$ cat config.mk
export PLATFORM = sky130hd
export DESIGN_NAME = even_pipe_exec
export DESIGN_NICKNAME = d
export VERILOG_FILES = /design/src/rtl/even_pipe_exec.sv
export SDC_FILE = /design/constraint.sdc
export NUM_CORES = 2
export LEC_CHECK = 0
export BUFFER_PORTS_ARGS = -buffer_cell sky130_fd_sc_hd__buf_2
export CORE_AREA = 5 5 549 551
export CTS_CLUSTER_SIZE = 28
export DETAILED_ROUTE_END_ITERATION = 6
export DIE_AREA = 0 0 554 556
export MAX_ROUTING_LAYER = met4
export SLEW_MARGIN = 20
export SYNTH_ARGS = -nofsm -noshare
export SYNTH_HDL_FRONTEND = slang
export SYNTH_SLANG_ARGS = --single-unit
$ cat constraint.sdc
create_clock -name clk -period 84.9 [get_ports clk]
set_clock_uncertainty 0.1 [all_clocks]
set_input_delay 8.49 -clock clk [delete_from_list [all_inputs] [get_ports clk]]
set_output_delay 8.49 -clock clk [all_outputs]
set_load 0.01 [all_outputs]
$ cat src/rtl/even_pipe_exec.sv
// rtl/even_pipe_exec.sv - parametrised even-pipe execution unit with forwarding taps and writeback
module even_pipe_exec #(
    parameter int REG_DATA_WD = 128,
    parameter int REG_ADDR_WD = 7,
    parameter int DEPTH       = 7,
    parameter int LAT_IMM     = 2,
    parameter int LAT_FX      = 3,
    parameter int CNT_WD      = 16
) (
    input  logic                         clk,
    input  logic                         rst,
    input  logic                         in_valid,
    input  logic [2:0]                   in_op,
    input  logic [REG_ADDR_WD-1:0]       in_rt_addr,
    input  logic [REG_DATA_WD-1:0]       in_ra,
    input  logic [REG_DATA_WD-1:0]       in_rb,
    input  logic [6:0]                   in_i7,
    input  logic [15:0]                  in_i16,
    input  logic [17:0]                  in_i18,
    input  logic                         flush,
    output logic [DEPTH-1:0]             fwd_valid,
    output logic [DEPTH-1:0]             fwd_ready,
    output logic [DEPTH*REG_ADDR_WD-1:0] fwd_addr,
    output logic [DEPTH*REG_DATA_WD-1:0] fwd_data,
    output logic                         wb_en,
    output logic [REG_ADDR_WD-1:0]       wb_addr,
    output logic [REG_DATA_WD-1:0]       wb_data,
    output logic [CNT_WD-1:0]            issue_cnt
);

    localparam int NH = REG_DATA_WD / 16;
    localparam int NW = REG_DATA_WD / 32;

    localparam logic [2:0] OP_NOP   = 3'd0;
    localparam logic [2:0] OP_ILH   = 3'd1;
    localparam logic [2:0] OP_IL    = 3'd2;
    localparam logic [2:0] OP_ILA   = 3'd3;
    localparam logic [2:0] OP_SHLHI = 3'd4;
    localparam logic [2:0] OP_SHLI  = 3'd5;
    localparam logic [2:0] OP_AH    = 3'd6;
    localparam logic [2:0] OP_A     = 3'd7;

    // Class bit per stage: 0 = immediate load, 1 = shift/add
    localparam logic CLS_IMM = 1'b0;
    localparam logic CLS_FX  = 1'b1;

    logic [DEPTH-1:0]                  valid_q, valid_d;
    logic [DEPTH-1:0]                  cls_q, cls_d;
    logic [DEPTH-1:0][REG_ADDR_WD-1:0] addr_q, addr_d;
    logic [DEPTH-1:0][REG_DATA_WD-1:0] data_q, data_d;
    logic [CNT_WD-1:0]                 cnt_q, cnt_d;

    logic                   accept;
    logic [REG_DATA_WD-1:0] result;
    logic [4:0]             sh_h;
    logic [5:0]             sh_w;
    logic                   unused_i7_msb;

    assign sh_h          = in_i7[4:0];
    assign sh_w          = in_i7[5:0];
    assign unused_i7_msb = in_i7[6];
    assign accept        = in_valid && (in_op != OP_NOP) && !flush;

    // Lane-wise result for the issued op; computed once at issue and then only shifted
    always_comb begin
        result = '0;
        case (in_op)
            OP_ILH: begin
                for (int h = 0; h < NH; h++) begin
                    result[h*16 +: 16] = in_i16;
                end
            end
            OP_IL: begin
                for (int w = 0; w < NW; w++) begin
                    result[w*32 +: 32] = {{16{in_i16[15]}}, in_i16};
                end
            end
            OP_ILA: begin
                for (int w = 0; w < NW; w++) begin
                    result[w*32 +: 32] = {14'd0, in_i18};
                end
            end
            OP_SHLHI: begin
                for (int h = 0; h < NH; h++) begin
                    result[h*16 +: 16] = (sh_h >= 5'd16) ? 16'd0 : (in_ra[h*16 +: 16] << sh_h);
                end
            end
            OP_SHLI: begin
                for (int w = 0; w < NW; w++) begin
                    result[w*32 +: 32] = (sh_w >= 6'd32) ? 32'd0 : (in_ra[w*32 +: 32] << sh_w);
                end
            end
            OP_AH: begin
                for (int h = 0; h < NH; h++) begin
                    result[h*16 +: 16] = in_ra[h*16 +: 16] + in_rb[h*16 +: 16];
                end
            end
            OP_A: begin
                for (int w = 0; w < NW; w++) begin
                    result[w*32 +: 32] = in_ra[w*32 +: 32] + in_rb[w*32 +: 32];
                end
            end
            default: result = '0;
        endcase
    end

    // Next state: capture into stage 1, shift the rest, flush clears every valid bit
    always_comb begin
        valid_d   = '0;
        cls_d     = '0;
        addr_d    = '0;
        data_d    = '0;
        valid_d[0] = accept;
        cls_d[0]   = (in_op >= OP_SHLHI) ? CLS_FX : CLS_IMM;
        addr_d[0]  = accept ? in_rt_addr : '0;
        data_d[0]  = accept ? result : '0;
        for (int i = 1; i < DEPTH; i++) begin
            valid_d[i] = valid_q[i-1] && !flush;
            cls_d[i]   = cls_q[i-1];
            addr_d[i]  = addr_q[i-1];
            data_d[i]  = data_q[i-1];
        end
        cnt_d = cnt_q + CNT_WD'(accept);
    end

    // Pipeline and counter state
    always_ff @(posedge clk or posedge rst) begin
        if (rst) begin
            valid_q <= '0;
            cls_q   <= '0;
            addr_q  <= '0;
            data_q  <= '0;
            cnt_q   <= '0;
        end else begin
            valid_q <= valid_d;
            cls_q   <= cls_d;
            addr_q  <= addr_d;
            data_q  <= data_d;
            cnt_q   <= cnt_d;
        end
    end

    // Forwarding taps straight from stage flops; data masked until the class latency is reached
    always_comb begin
        fwd_ready = '0;
        fwd_addr  = '0;
        fwd_data  = '0;
        for (int k = 0; k < DEPTH; k++) begin
            fwd_ready[k] = valid_q[k] && (((cls_q[k] == CLS_FX) ? LAT_FX : LAT_IMM) <= (k + 1));
            fwd_addr[k*REG_ADDR_WD +: REG_ADDR_WD] = addr_q[k];
            fwd_data[k*REG_DATA_WD +: REG_DATA_WD] = fwd_ready[k] ? data_q[k] : '0;
        end
    end

    assign fwd_valid = valid_q;
    assign wb_en     = valid_q[DEPTH-1];
    assign wb_addr   = addr_q[DEPTH-1];
    assign wb_data   = data_q[DEPTH-1];
    assign issue_cnt = cnt_q;

endmodule

==> results_dict.tcl <==
set metrics [dict create \
    cp_max_fo 167 \
    layout.nets 6151 \
    sw_frac_of_total_pct 30.98 \
    crit_path_start_kind "input port" \
    placed_cells 9532 \
    postRouteAntennaNets 0 \
    antenna_found_initial 171 \
    slew_headroom_pct 17.92 \
    htree_levels 3 \
    finalSetupViolations 0 \
    cellInternalPower_mw 0.8330 \
    crit_path_end "data_d[884]$_DFF_PP0_" \
    required_ps 85520 \
    min_period_over_period_pct 14.22 \
    ir_drop_mv 0.01542 \
    startpoint "rst" \
    layout-drive-gt1-share_pct 29.23 \
    cts-root-buf "clkbuf_16" \
    row_count 200 \
    drtIter0Drc 5049 \
    cts_tree "done" \
    vias_per_cell 4.231 \
    critPathKind "input port to asynchronous set/reset pin" \
    hold_buffers 0 \
    core_um2 295800 \
    cap_violations 0 \
    r2r-end "issue_cnt[12]$_DFF_PP0_" \
    hpwl_mm 258.1 \
    clock_latency_ps 750 \
    grt_pass1_vias 40060 \
    switching_power_mw 0.3740 \
    area_growth_syn_to_layout_pct 30.33 \
    via_count 41730 \
    combPwrFrac_pct 15.6 \
    power.density_nw_per_um2 19.55 \
    ys_seq_area_share_pct 51.24 \
    pwr-share-clk_pct 42.0 \
    grt.total_usage_pct 19.56 \
    p_seq_share_pct 42.4 \
    cts.path.max_buffers 3 \
    period_minus_slack_ps 12070 \
    die-height_um 556 \
    cts_made_buffers 111 \
    syn_area_um2 47370 \
    synth_warnings 0 \
    synth-seq-cells 970 \
    reg2reg_from "issue_cnt[0]$_DFF_PP0_" \
    tightest_slew_ps 1227 \
    final_cells 9864 \
    r2r_slack_ps 83100 \
    rsz0062_at_grt "no" \
    cts.sinks 970 \
    io-pin-count 1422 \
    gp_congestion 0.9672 \
    reg2reg_depth 6 \
    p_leak_nw 31.23 \
    finalSetupTns_ps 0 \
    status "finished, final reports clean" \
    die_x_um 554 \
    grt_overflow 0 \
    grt_pass1_wl_mm 394.1 \
    drt-pass1-iter-count 6 \
    syn-mean-instance-area_um2 10.38 \
    initial_core_util_pct 16.02 \
    cts_setup_buffers 0 \
    wl_per_cell_um 31.13 \
    synth_cell_types 81 \
    hold_viol 0 \
    hold_slack_ps 238.1 \
    async_flop_share_pct 100.0 \
    synth_enable_flop_cells 0 \
    synth_top_area_share_pct 51.24 \
    grt_max_degree 168 \
    yosysTopAreaCell "dfrtp_1" \
    cts.clk_slew.worst_paths_ps 70 \
    synth_cells 4566 \
    cts_resized 0 \
    slew_viol_final 0 \
    die-area_um2 308000 \
    synth_area_leaders "dfrtp_1, and2_1, ha_1" \
    port_buffers 1291 \
    end_kind "asynchronous set/reset pin" \
    ys.flop_type "dfrtp_1" \
    min_path_type "flip-flop to flip-flop" \
    crit_arrival_ps 12690 \
    drc 0 \
    wirelength_mm 307.1 \
    fmax_mhz 82.84 \
]
==> routing by layer <==
metal	track usage (%)	vias to the layer above	wire length (um)
met1	24.81	20710	129100
met2	29.04	2676	133700
li1	-	17840	-
met3	6.339	504	31340
met4	7.181	0	12970
met5	-	-	0
==> worst min path at each step <==
stage	startpoint	slack [ps]	to	cells after the start
after detailed placement	data_d[142]$_DFF_PP0_	240	data_d[270]$_DFF_PP0_	0
after global routing	data_d[239]$_DFF_PP0_	250	data_d[367]$_DFF_PP0_	0
final	data_d[409]$_DFF_PP0_	240	data_d[537]$_DFF_PP0_	0
after floorplan	cls_q[0]$_DFF_PP0_	230	cls_q[1]$_DFF_PP0_	0
after global placement	data_d[225]$_DFF_PP0_	230	data_d[353]$_DFF_PP0_	0
after CTS	data_d[409]$_DFF_PP0_	240	data_d[537]$_DFF_PP0_	0
==> placed cells by master, fill, tap and decap left out, drive strengths merged, types with 12 or more instances in the layout <==
cell    netlist  final
a211oi       48     48
a21o         56     56
a21oi       304    304
a221oi       42     42
a22o         12     12
a22oi        26     26
a31oi        45     45
and2        794    794
and3         21     21
buf         244   1363
clkbuf      220    142
clkinv        0     36
conb          1    129
dfrtp       970    970
diode         0    126
ha          126    126
inv          60     72
mux2         45     45
mux2i       135    135
mux4         30     30
nand2       317    317
nand2b       21     21
nand3        31     31
nand4        28     28
nor2        240    240
nor2b        37     37
nor3         25     25
o211ai       16     16
o21a         22     22
o21ai       220    220
o21bai       23     23
o221ai       14     14
o22ai        65     65
o31ai        13     13
or3          14     14
xnor2       112    112
xor2         62     62
==> synth_stat cells (all sizes together), types with 10 or more instances <==
master / n
o21ai: 220
or2: 10
mux4: 30
a21o: 56
nand3: 31
a21oi: 304
o221ai: 14
nand4: 28
mux2i: 135
inv: 60
o21a: 22
o31a: 10
mux2: 45
a211oi: 48
o22ai: 65
a22o: 12
nor3: 25
and2: 794
clkbuf: 220
o21bai: 23
dfrtp: 970
nor2: 240
or3: 14
a22oi: 26
a221oi: 42
a31oi: 45
o211ai: 16
nand2b: 21
and3: 21
nand2: 317
xor2: 62
ha: 126
o31ai: 13
buf: 244
nor2b: 37
xnor2: 112
==> sequential cells by signal, summed over array words and instances, names as in the netlist <==
| signal | flops |
|---|---|
| issue_cnt | 16 |
| data_d | 768 |
| wb_addr | 7 |
| cls_q | 2 |
| wb_data | 128 |
| fwd_addr | 42 |
| fwd_valid | 7 |
==> worst max-delay path, stage by stage <==
cell	delay [ps]
buf_2	130
inv_8	450
buf_4	750
buf_12	590
buf_4	880
buf_4	840
==> stage by stage <==
stage	total power, mW	setup WS [ps]	util [%]	cell area, um^2
after floorplan	0.6127	49020	-	47850
after global placement	0.7042	72040	19.43	57480
after detailed placement	0.7043	72010	19.44	57500
after CTS	1.221	72640	20.76	61410
after global routing	1.254	72230	20.85	61680
final	1.207	72830	20.87	61740
==> power groups by stage <==
stage          clock, mW  sequential, mW  combinational (mW)
5_1_grt            0.540           0.514               0.199
3_5_place_dp           0           0.521               0.183
3_3_place_gp           0           0.521               0.183
2_1_floorplan          0           0.503               0.109
4_1_cts            0.524           0.513               0.184
6_report           0.507           0.512               0.189
==> cells by family after synthesis <==
group           Yosys count  share of synthesized area (%)
compound gates          995                          13.27
xor+xnor                174                          3.217
fa+ha+maj               134                          3.666
buf+inv                 524                          5.702
flops                   970                          51.24
mux                     210                          5.348
other cells               1                       0.007916
simple gates           1558                          17.55
==> area by class of cell <==
type | instances | area, um^2
fillers | 32660 | 234000
well taps | 3939 | 4928
repair buffers | 1363 | 7058
clock inverters | 64 | 775.7
inverters | 60 | 235.2
clock buffers | 142 | 3136
multi-input cells | 3200 | 21000
flip-flops and latches | 970 | 24290
diodes | 126 | 315.3
Note: power is estimated with default switching activity, not from simulation.
